[config.mk]
export PLATFORM = sky130hd
export DESIGN_NAME = cbfp_blk_exp_detect
export DESIGN_NICKNAME = d
export VERILOG_FILES = /design/src/rtl/cbfp_pkg.sv /design/src/rtl/cbfp_lsc.sv /design/src/rtl/cbfp_blk_exp_detect.sv
export SDC_FILE = /design/constraint.sdc
export NUM_CORES = 1
export LEC_CHECK = 0
export CAP_MARGIN = 20
export CORE_ASPECT_RATIO = 0.8
export CORE_MARGIN = 2
export CORE_UTILIZATION = 30
export DETAILED_ROUTE_END_ITERATION = 8
export SYNTH_ARGS = -nofsm -noshare
export SYNTH_HDL_FRONTEND = slang
export SYNTH_SLANG_ARGS = --single-unit
[constraint.sdc]
create_clock -name clk -period 5.7 [get_ports clk]
set_input_delay 1.14 -clock clk [delete_from_list [all_inputs] [get_ports clk]]
set_output_delay 1.14 -clock clk [all_outputs]
set_load 0.05 [all_outputs]
[src/rtl/cbfp_pkg.sv]
// Shared types and helpers for the CBFP block-exponent datapath.
// Holds the default widths, the count type, an unsigned min helper and an
// elaboration-time configuration check.
package cbfp_pkg;

    localparam int unsigned DEF_DATA_WIDTH = 25;
    localparam int unsigned DEF_MAG_WIDTH  = 5;
    // Widest count the min helper handles; narrower counts are zero-extended.
    localparam int unsigned MAG_MAX_W      = 8;

    typedef logic [DEF_MAG_WIDTH-1:0] mag_t;
    typedef logic [MAG_MAX_W-1:0]     mag_wide_t;

    // Unsigned minimum of two redundant-sign counts.
    function automatic mag_wide_t min_mag(input mag_wide_t a, input mag_wide_t b);
        return (a < b) ? a : b;
    endfunction

    // True when a MAG_WIDTH-bit count can hold every value 0..DATA_WIDTH-1.
    function automatic bit mag_width_ok(input int unsigned dw, input int unsigned mw);
        return (mw <= MAG_MAX_W) && ((64'(1) << mw) > 64'(dw - 1));
    endfunction

endpackage

[src/rtl/cbfp_lsc.sv]
// Combinational redundant-sign counter.
// Ports:
//   x     : signed sample, DATA_WIDTH bits
//   cnt_c : number of bits directly below the sign that equal the sign
//           (0..DATA_WIDTH-1), unregistered
module cbfp_lsc
    import cbfp_pkg::*;
#(
    parameter int unsigned DATA_WIDTH = DEF_DATA_WIDTH,
    parameter int unsigned MAG_WIDTH  = DEF_MAG_WIDTH
) (
    input  logic [DATA_WIDTH-1:0] x,
    output logic [MAG_WIDTH-1:0]  cnt_c
);

    // Bits below the sign that differ from it; the highest one ends the run.
    logic [DATA_WIDTH-2:0] diff;

    assign diff = x[DATA_WIDTH-2:0] ^ {(DATA_WIDTH-1){x[DATA_WIDTH-1]}};

    // Priority encoder: ascending scan so the highest differing bit wins.
    always_comb begin
        cnt_c = MAG_WIDTH'(DATA_WIDTH - 1);
        for (int i = 0; i < int'(DATA_WIDTH) - 1; i++) begin
            if (diff[i]) begin
                cnt_c = MAG_WIDTH'(int'(DATA_WIDTH) - 2 - i);
            end
        end
    end

endmodule

[src/rtl/cbfp_blk_exp_detect.sv]
// Pipelined block-exponent detector for the CBFP FFT stages.
// S1 registers per-part redundant-sign counts, S2 the per-beat minimum,
// S3 accumulates the minimum over BLK_BEATS valid beats and emits it.
// Ports:
//   clk, rst   : clock, synchronous active-high reset
//   clear      : abort the current block and drop in-flight beats
//   in_valid   : din_re/din_im carry a beat this cycle
//   din_re/im  : LANES signed parts of DATA_WIDTH bits each
//   exp_valid  : one-cycle pulse, exp_out updated
//   exp_out    : block minimum redundant-sign count, held between blocks
//   blk_busy   : at least one beat of the current block accumulated
module cbfp_blk_exp_detect
    import cbfp_pkg::*;
#(
    parameter int unsigned DATA_WIDTH = DEF_DATA_WIDTH,
    parameter int unsigned LANES      = 8,
    parameter int unsigned BLK_BEATS  = 2,
    parameter int unsigned MAG_WIDTH  = DEF_MAG_WIDTH
) (
    input  logic                             clk,
    input  logic                             rst,
    input  logic                             clear,
    input  logic                             in_valid,
    input  logic [LANES-1:0][DATA_WIDTH-1:0] din_re,
    input  logic [LANES-1:0][DATA_WIDTH-1:0] din_im,
    output logic                             exp_valid,
    output logic [MAG_WIDTH-1:0]             exp_out,
    output logic                             blk_busy
);

    localparam int unsigned NPARTS = 2 * LANES;
    localparam int unsigned CNT_W  = (BLK_BEATS > 1) ? $clog2(BLK_BEATS) : 1;
    localparam logic [CNT_W-1:0] LAST_CNT = CNT_W'(BLK_BEATS - 1);

    if (!mag_width_ok(DATA_WIDTH, MAG_WIDTH) || DATA_WIDTH < 4 || BLK_BEATS < 1 ||
        LANES < 1 || (LANES & (LANES - 1)) != 0) begin : g_bad_cfg
        $error("cbfp_blk_exp_detect: illegal DATA_WIDTH/MAG_WIDTH/LANES/BLK_BEATS");
    end

    function automatic logic [MAG_WIDTH-1:0] mn(input logic [MAG_WIDTH-1:0] a,
                                                input logic [MAG_WIDTH-1:0] b);
        return MAG_WIDTH'(min_mag(MAG_MAX_W'(a), MAG_MAX_W'(b)));
    endfunction

    // Per-part counters; real parts at even indices, imaginary at odd.
    logic [MAG_WIDTH-1:0] cnt_c [NPARTS];

    for (genvar g = 0; g < int'(LANES); g++) begin : g_lane
        cbfp_lsc #(.DATA_WIDTH(DATA_WIDTH), .MAG_WIDTH(MAG_WIDTH)) u_lsc_re (
            .x     (din_re[g]),
            .cnt_c (cnt_c[2*g])
        );
        cbfp_lsc #(.DATA_WIDTH(DATA_WIDTH), .MAG_WIDTH(MAG_WIDTH)) u_lsc_im (
            .x     (din_im[g]),
            .cnt_c (cnt_c[2*g+1])
        );
    end

    // S1: count registers.
    logic                 s1_valid;
    logic [MAG_WIDTH-1:0] s1_cnt [NPARTS];

    always_ff @(posedge clk) begin
        if (rst) begin
            s1_valid <= 1'b0;
            for (int i = 0; i < int'(NPARTS); i++) s1_cnt[i] <= '0;
        end else begin
            s1_valid <= in_valid & ~clear;
            if (in_valid) s1_cnt <= cnt_c;
        end
    end

    // Balanced min tree stored as a heap: leaves at NPARTS-1.., root at 0.
    logic [MAG_WIDTH-1:0] tree [2*NPARTS-1];

    always_comb begin
        for (int i = 0; i < int'(NPARTS); i++) tree[int'(NPARTS) - 1 + i] = s1_cnt[i];
        for (int i = int'(NPARTS) - 2; i >= 0; i--) tree[i] = mn(tree[2*i+1], tree[2*i+2]);
    end

    // S2: beat minimum.
    logic                 s2_valid;
    logic [MAG_WIDTH-1:0] s2_min;

    always_ff @(posedge clk) begin
        if (rst) begin
            s2_valid <= 1'b0;
            s2_min   <= '0;
        end else begin
            s2_valid <= s1_valid & ~clear;
            if (s1_valid) s2_min <= tree[0];
        end
    end

    // S3: block accumulator and output register.
    logic [MAG_WIDTH-1:0] run_min, nxt_run_min;
    logic [CNT_W-1:0]     beat_cnt, nxt_beat_cnt;
    logic [MAG_WIDTH-1:0] nxt_exp_out;
    logic                 nxt_exp_valid;
    logic                 nxt_blk_busy;

    always_comb begin
        nxt_run_min   = run_min;
        nxt_beat_cnt  = beat_cnt;
        nxt_exp_out   = exp_out;
        nxt_exp_valid = 1'b0;
        if (clear) begin
            nxt_beat_cnt = '0;
        end else if (s2_valid) begin
            if (beat_cnt == LAST_CNT) begin
                nxt_exp_out   = (BLK_BEATS == 1) ? s2_min : mn(run_min, s2_min);
                nxt_exp_valid = 1'b1;
                nxt_beat_cnt  = '0;
            end else begin
                nxt_run_min  = (beat_cnt == '0) ? s2_min : mn(run_min, s2_min);
                nxt_beat_cnt = beat_cnt + CNT_W'(1);
            end
        end
        nxt_blk_busy = (nxt_beat_cnt != '0);
    end

    always_ff @(posedge clk) begin
        if (rst) begin
            run_min   <= '0;
            beat_cnt  <= '0;
            exp_out   <= '0;
            exp_valid <= 1'b0;
            blk_busy  <= 1'b0;
        end else begin
            run_min   <= nxt_run_min;
            beat_cnt  <= nxt_beat_cnt;
            exp_out   <= nxt_exp_out;
            exp_valid <= nxt_exp_valid;
            blk_busy  <= nxt_blk_busy;
        end
    end

endmodule

-- Word-level counts from Yosys, hierarchy flattened
Index checks and enable logic that the tools add are counted.
- flip-flop bits (word level): 99
- bits in latches: 0
- RAM bits: 0
- memory bits (read-only): 0
- bits of input ports: 404
- output and inout port bits: 7
- logic and storage cells: 467
- memories kept: 0
- $add $sub $neg: 1
- $mul: 0
- div/mod/pow operators: 0
- $lt $le $gt $ge: 16
- equal/unequal tests: 0
- shift-type cells: 0
- multiplexer cells: 402
- bitwise gates (word level): 21
- reduce and logical (&&, ||, !) cells: 4
- operators with widths (cell ; count):
    $mux 5 ; 272
    $mux 4 ; 128
    $xor 24x24->24 ; 16
    $lt 5x5->1 ; 16
    $reduce_and 3->1 ; 2
    $not 1->1 ; 3
    $reduce_or 3->1 ; 1
    $and 1x1->1 ; 2
    $mux 1 ; 2
    $reduce_or 2->1 ; 1
    $add 1x1->1 const B ; 1

-- Depth between registers and ports, before layout
Gate-level depths: netlist (run 1).
- depth after elaboration: 25
- gate-level depth with buffers: 30
- mapped depth without buffers: 30

-- Modules after synthesis
From an unflattened synthesis (run 1), not the netlist that was laid out.
- cell total of the unflattened synthesis: 2476
- area total of the unflattened synthesis: 16692.3 µm²
- by module, submodules not included (module ; instances ; cells an instance ; area each (µm²) ; sequential area each (µm²)):
    cbfp_lsc ; 16 ; 109 ; 641.9 ; 0.0
    cbfp_blk_exp_detect ; 1 ; 732 ; 6422.4 ; 1981.9

-- Worst setup path after synthesis (run 1)
Ideal clock, no wire load.
- path kind: register to register
- start: reg s1_cnt[32] (netlist name)
- end: reg s2_min[2]
- setup time: 0.079 ns
- arrival time: 5.591 ns
- required time: 5.621 ns
- slack: 0.030 ns
- cell stages (with the launch flop): 30
- path buffers: 0
- period minus slack after synthesis: 5.670 ns
- path through: dfxtp_1 > inv_1 > ha_1 > a21oi_1 > o21ai_1 > o31ai_2 > a21oi_1 > inv_1 > ha_1 > a21o_1 > a21o_1 > a21oi_1 > nor2b_1 > mux2i_1 > ha_1 > o21a_1 > o41a_1 > nor2_1 > a31oi_2 > mux2i_1 > ha_1 > a21o_1 > a21o_1 > a21o_1 > nor3_1 > o221a_2 > a41o_1 > a21oi_2 > nand2b_1 > o211ai_1
- longest elaborated chain between the ends: 8
- RTL lines (element ; line ; text):
    start, declared ; cbfp_blk_exp_detect.sv:61 ; logic [MAG_WIDTH-1:0] s1_cnt [NPARTS];
    start signal, assigned ; cbfp_blk_exp_detect.sv:69 ; if (in_valid) s1_cnt <= cnt_c;
    $lt 5x5->1 ; cbfp_pkg.sv:16 ; return (a < b) ? a : b;
    $mux 5 (*) ; cbfp_pkg.sv:16 ;
    $lt 5x5->1 ; cbfp_pkg.sv:16 ;
    $mux 5 (*) ; cbfp_pkg.sv:16 ;
    $lt 5x5->1 ; cbfp_pkg.sv:16 ;
    $mux 5 (*) ; cbfp_pkg.sv:16 ;
    $lt 5x5->1 ; cbfp_pkg.sv:16 ;
    $mux 5 (*) ; cbfp_pkg.sv:16 ;
    end signal, assigned ; cbfp_blk_exp_detect.sv:91 ; if (s1_valid) s2_min <= tree[0];
    end, declared ; cbfp_blk_exp_detect.sv:83 ; logic [MAG_WIDTH-1:0] s2_min;
Every way passes the cells marked *; elsewhere a longest branch is shown, timed or not.
A chain may end at the register's enable or synchronous reset.

-- Worst setup path in the final report (run 1)
- start: reg s1_cnt[32] (netlist name)
- end: reg s2_min[3]
Same word-level chain as after synthesis.

==> impl_metrics.json, run 1 <==
{
  "drtPass1Iterations": 7,
  "yosys.area.top_type": "dfxtp_1",
  "core_sq_mm": 0.0509,
  "grt_pass1_vias": 17493,
  "crit_end": "s2_min[3]",
  "rows": 74,
  "r2r-start": "s1_cnt[32]",
  "synth_cell_type_count": 72,
  "synth.avg_cell_area_sq_um": 6.22,
  "ir_drop_uv": 154,
  "synth_edf_count": 0,
  "place_congestion": 0.865,
  "ant_nets": 0,
  "die_x_um": 258,
  "crit_fanout": 5,
  "fin_crit_sh_pct": 98.3,
  "start_util_pct": 30.3,
  "dp.cells": 3539,
  "hold_violations": 0,
  "cts_buffer_depth": 2,
  "clock_skew_ns": 0.0196,
  "grt_usage_pct": 18.9,
  "setup.worst_path.start": "s1_cnt[32]",
  "synth_common_cells": "nand2_1, nor2_1, inv_1, o21ai_0, a21oi_1",
  "max_cap_viol_count": 0,
  "stdcell_count": 3598,
  "start_kind": "flop",
  "syn_area_sq_mm": 0.0154,
  "cts_buffers": 9,
  "cp.arrival_ns": 5.88,
  "leakagePower_nw": 8.09,
  "area_growth_pct": 42.2,
  "reg2regPathDepth": 31,
  "grt_pass1_wl_um": 85500,
  "final_cell_area_sq_mm": 0.0219,
  "synth_warnings": 0,
  "power_density_mw_per_mm2": 139,
  "async_flop_share_pct": 0,
  "num-fill-cells": 5202,
  "dp.final_hpwl_um": 43200,
  "fmax_mhz": 178,
  "grt_overflow": 0,
  "portBuffers": 410,
  "setup_viol": 0,
  "synth_cells": 2480,
  "slew_headroom_pct": 29.2,
  "period_needed_ns": 5.60,
  "cts_tree": "built",
  "die_h_um": 207,
  "reg2reg_slack_ns": 0.1,
  "h-tree-depth": 3,
  "worstPathRequired_ns": 5.97,
  "syn_nets": 2942,
  "routed_wirelength_um": 55000,
  "rsz0062_at_grt": "true",
  "ys_ff_latch": 99,
  "nets": 3368,
  "die-area_sq_mm": 0.0533,
  "cp-end-kind": "flop",
  "antenna_found_initial": 2,
  "slowest_stage": "dfxtp_2",
  "cpMostUsedCell": "a21o_1",
  "route.vias.total": 19550,
  "hold_class": "reg2reg",
  "place_area_sq_mm": 0.0204,
  "synth_top_area_share_pct": 12.8,
  "ios": 411,
  "drive_gt1_share_pct": 9.96,
  "fin_setup_tns_ns": 0,
  "wl_per_cell_um": 15.3,
  "max_slew.worst_pin.slew_ns": 1.06,
  "ys_seq_area_share_pct": 12.8,
  "reg2reg_to": "s2_min[3]",
  "clkTransAtPathRegs_ns": 0.07,
  "fin_util_pct": 43.1,
  "finalMaxSlewViolations": 0,
  "synth_most_common_cell": "nand2_1",
  "synthFlopType": "dfxtp_1",
  "drc": 0,
  "avgViaCountPerCell": 5.43,
  "crit_type": "reg2reg",
  "grt_max_degree": 75,
  "outcome": "finished clean",
  "yosys-top-cells-area": "dfxtp_1, nand2_1, o21ai_0, nor2_1, a21oi_1",
  "cts_sinks": 99,
  "cts_root_buffer": "clkbuf_16",
  "first_iter_violations": 1220,
  "cpPeakStageDelay_ns": 0.35,
  "clk_latency_ns": 0.37
}
critical path: cells and delay by family, from the launching register on:
kind	cells	cell delay, ns
fa+ha+maj	4	1.01
mux	2	0.58
compound gates	16	2.59
buf+inv	4	0.38
flops	1	0.35
simple gates	5	0.59
layout by cell type (no fill, tap or decap), types with 15 or more instances in the layout:
cell	netlist	final
clkdlybuf4s50_1	0	408
nand2_1	294	291
nor2_1	245	239
inv_1	203	195
o21ai_0	190	184
a21oi_1	182	150
nand3_1	145	144
nor3_1	120	118
or3_1	90	89
dfxtp_1	99	79
buf_4	0	77
and3_1	45	45
nand2b_1	45	43
and2_1	42	42
o211ai_1	38	38
ha_1	58	37
nor2b_1	37	36
nor3b_1	35	35
o22ai_1	35	35
a221oi_1	33	33
o21a_1	32	32
a22oi_1	32	32
a31oi_1	31	30
o21bai_1	29	29
a21o_1	29	28
a2111oi_0	29	28
a41oi_1	29	28
nand4_1	24	24
or2_2	22	22
a21oi_2	1	21
inv_2	13	21
dfxtp_2	0	20
ha_4	0	19
o41ai_1	18	18
o2111ai_1	16	16
xnor2_1	15	15
where the power goes:
group	total (W)	switching [W]	internal, W
Combinational	0.00161	0.000795	0.000815
Clock	0.000716	0.000318	0.000398
Sequential	0.000730	0.0000197	0.000710
flip-flops by register name, indices dropped and copies added, names as in the netlist:
signal and cells:
s1_cnt 80, exp_out 5, run_min 5, s2_min 5
beat_cnt 1, exp_valid 1, s1_valid 1, s2_valid 1
how the worst min path moves through the flow:
| stage | from | to | slack, ns | cells after the start |
|---|---|---|---|---|
| floorplan | s1_cnt[21] | s1_cnt[21] | 0.44 | 2 |
| global placement | s1_cnt[41] | s1_cnt[41] | 0.45 | 2 |
| detailed placement | s1_cnt[31] | s1_cnt[31] | 0.46 | 2 |
| CTS | s1_cnt[31] | s1_cnt[31] | 0.47 | 2 |
| global route | s1_cnt[21] | s1_cnt[21] | 0.49 | 2 |
| finish | s1_cnt[31] | s1_cnt[31] | 0.47 | 2 |
per-layer routing:
metal	track usage (%)	wire length (um)	vias to the layer above
met5	0	0	-
met4	4.07	962	0
met3	2.06	2420	60
met2	32.5	25900	477
met1	25.6	25800	9012
li1	-	-	10001
stage by stage:
stage	power (W)	worst slack, ns	hold slack (ns)
2_1_floorplan	0.00147	0.0303	0.441
3_3_place_gp	0.00203	-0.0648	0.453
3_5_place_dp	0.00207	-0.233	0.457
4_1_cts	0.00287	0.0000795	0.469
5_1_grt	0.00324	-0.163	0.488
6_report	0.00306	0.0950	0.466
area by class of cell:
| type | instances | area (sq um) | share of cell area, % |
|---|---|---|---|
| clock inverters | 7 | 116 | 0.530 |
| flip-flops and latches | 99 | 2010 | 9.15 |
| well taps | 684 | 856 | 3.90 |
| inverters | 219 | 822 | 3.75 |
| clock buffers | 9 | 225 | 1.03 |
| multi-input cells | 2086 | 13200 | 60.1 |
| diodes | 3 | 7.51 | 0.0342 |
| repair buffers | 491 | 4730 | 21.6 |
kinds of logic after synthesis:
group                    synth area share (%)
AND/OR/NAND/NOR                          37.3
AO/OA/AOI/OAI                            34.0
buffers and inverters                    7.18
flip-flops                               12.8
adder cells (fa/ha/maj)                  4.70
multiplexers                             3.04
XOR/XNOR                                0.908
timing repair:
item	CTS	global route
hold endpoints to repair	0	0
buffers inserted	9	31
pin swaps	9	47
endpoints found under the setup margin	5	5
gates resized for setup	33	147
hold buffers	0	0
Power figures use the tool's default switching activity.
==> run 2, diff against run 1 <==
Settings changed: SETUP_SLACK_MARGIN set to 0.2.
==> run 2 against run 1 <==
  * Critical path depth is 1 lower
  * Setup slack got worse by 0.017 ns
  * Via count rose by 0.36%
  * Clock power shrank 6.4%
  * Clock-buffer cell count unchanged
  * Sequential cell count unchanged
  * Critical path type unchanged
==> impl_metrics.json, run 2 (same netlist as run 1, synthesis figures left out) <==
{
  "h-tree-depth": 3,
  "setup.worst_path.start": "s1_cnt[71]",
  "cpMostUsedCell": "a21o_1",
  "portBuffers": 410,
  "clk_latency_ns": 0.36,
  "slew_headroom_pct": 32.2,
  "leakagePower_nw": 8.07,
  "clkTransAtPathRegs_ns": 0.07,
  "largest-register": "s1_cnt",
  "power_density_mw_per_mm2": 136,
  "intPower_w": 0.00185,
  "cts_buffer_depth": 2,
  "stdcell_count": 3594,
  "highest_layer": "met5",
  "core_sq_mm": 0.0509,
  "grt_max_degree": 76,
  "wl_met2_um": 26100,
  "hold_class": "reg2reg",
  "dp.final_hpwl_um": 42600,
  "r2r-start": "s1_cnt[71]",
  "die_h_um": 207,
  "rsz0062_at_grt": "true",
  "grt_overflow": 0,
  "dp_slack_ns": -0.171,
  "nets": 3367,
  "grt_pass1_vias": 18212,
  "cpPeakStageDelay_ns": 0.42,
  "seqPwrFrac_pct": 24.7,
  "mostFrequentLayoutCells": "clkdlybuf4s50_1, nand2_1, nor2_1",
  "rows": 74,
  "cts_root_buffer": "clkbuf_16",
  "setup_viol": 0,
  "route.vias.total": 19620,
  "slowest_stage": "or3_4",
  "crit_fanout": 4,
  "cts_sinks": 99,
  "layout_commonest_cell": "clkdlybuf4s50_1",
  "met3_wirelength_um": 2330,
  "cp.arrival_ns": 5.91,
  "die_x_um": 258,
  "drive_gt1_share_pct": 9.24,
  "cts_buffers": 9,
  "avgViaCountPerCell": 5.46,
  "crit_end": "s2_min[2]",
  "hold_violations": 0,
  "cts_tree": "built",
  "postCtsHoldBufs": 0,
  "start_kind": "flop",
  "switchingPower_w": 0.00110,
  "swShare_pct": 37.3,
  "grt_pass1_wl_um": 86800,
  "place_congestion": 0.878,
  "combPwrFrac_pct": 52.5,
  "period_needed_ns": 5.62,
  "crit_family": "compound AO/OA/AOI/OAI gates",
  "drtPass1Iterations": 7,
  "critPathBufInv": 6,
  "area_growth_pct": 40.8,
  "reg2regPathDepth": 30,
  "holdWs_ns": 0.461,
  "first_iter_violations": 1210,
  "reg2reg_slack_ns": 0.08,
  "dp.cells": 3533,
  "max_slew.worst_pin.slew_ns": 1.01,
  "grt_usage_pct": 19.1,
  "outcome": "finished clean",
  "fmax_mhz": 178,
  "finalWorstSetupSlack_ns": 0.0782,
  "ir_drop_uv": 151,
  "largest_register_ffs": 80,
  "clkPwrFrac_pct": 22.7,
  "ant_nets": 0,
  "ios": 411,
  "fin_crit_sh_pct": 98.6,
  "worstPathRequired_ns": 5.98,
  "wl_per_cell_um": 15.2,
  "drc": 0,
  "reg2reg_to": "s2_min[2]",
  "start_util_pct": 30.3,
  "die-area_sq_mm": 0.0533,
  "max_cap_viol_count": 0,
  "routed_wirelength_um": 54500,
  "cp_num_cells": 30,
  "finalMaxSlewViolations": 0,
  "cp-end-kind": "flop",
  "antennaDiodeCount": 0,
  "clock_skew_ns": 0.00980,
  "antenna_found_initial": 2,
  "crit_type": "reg2reg",
  "met1Wirelength_um": 25300
}
[run 2: cell count changes in the layout (fill, tap and decap cells not counted), sizes merged]
cell	change
diode	-3
buf	-1
bufinv	-1
clkinv	+1
[run 2: area by class of cell]
type	count	area [sq um]
clock buffer	9	225
clock inverter	7	95.1
fill	5207	29200
inverter	219	822
multi-input combinational	2086	13000
sequential	99	2000
tap	684	856
timing repair buffer	490	4710
[run 2: worst min-delay path by stage]
stage | cells past startpoint | slack [ns] | startpoint | to
global route | 2 | 0.49 | s1_cnt[41] | s1_cnt[41]
finish | 2 | 0.46 | s1_cnt[31] | s1_cnt[31]
global placement | 2 | 0.46 | s1_cnt[21] | s1_cnt[21]
CTS | 2 | 0.46 | s1_cnt[31] | s1_cnt[31]
floorplan | 2 | 0.44 | s1_cnt[21] | s1_cnt[21]
detailed placement | 2 | 0.46 | s1_cnt[31] | s1_cnt[31]
[run 2: through the flow]
stage / area (sq um) / setup TNS, ns / util [%] / total power [W]
final: 21700 / 0 / 42.7 / 0.00295
after global routing: 21700 / -0.832 / 42.7 / 0.00315
after CTS: 21300 / 0 / 41.8 / 0.00287
after detailed placement: 20400 / -0.669 / 40.0 / 0.00206
after global placement: 20400 / 0 / 40.0 / 0.00203
after floorplan: 15400 / 0 / - / 0.00147
[run 2: metal layers]
metal | vias to the layer above | track usage (%)
met5 | - | 0
li1 | 9999 | -
met1 | 9072 | 25.0
met4 | 4 | 3.72
met3 | 56 | 2.06
met2 | 489 | 34.0
[run 2: power by group through the flow]
stage          logic, W  clock network (W)  registers (W)
2_1_floorplan  0.000734                  0       0.000737
3_3_place_gp    0.00128                  0       0.000744
3_5_place_dp    0.00131                  0       0.000745
4_1_cts         0.00144           0.000694       0.000729
5_1_grt         0.00170           0.000717       0.000732
6_report        0.00155           0.000670       0.000729
[run 2: worst min-delay path: stages (launching register included)]
cell and delay (ns):
dfxtp_2 0.32, nand2_1 0.05, a21oi_1 0.05
[run 2: repair_timing]
action,in CTS,in global routing
endpoints found under the setup margin,5,5
gates resized for setup,84,52
cloned,0,0
setup buffers,28,17
pin swaps,37,23
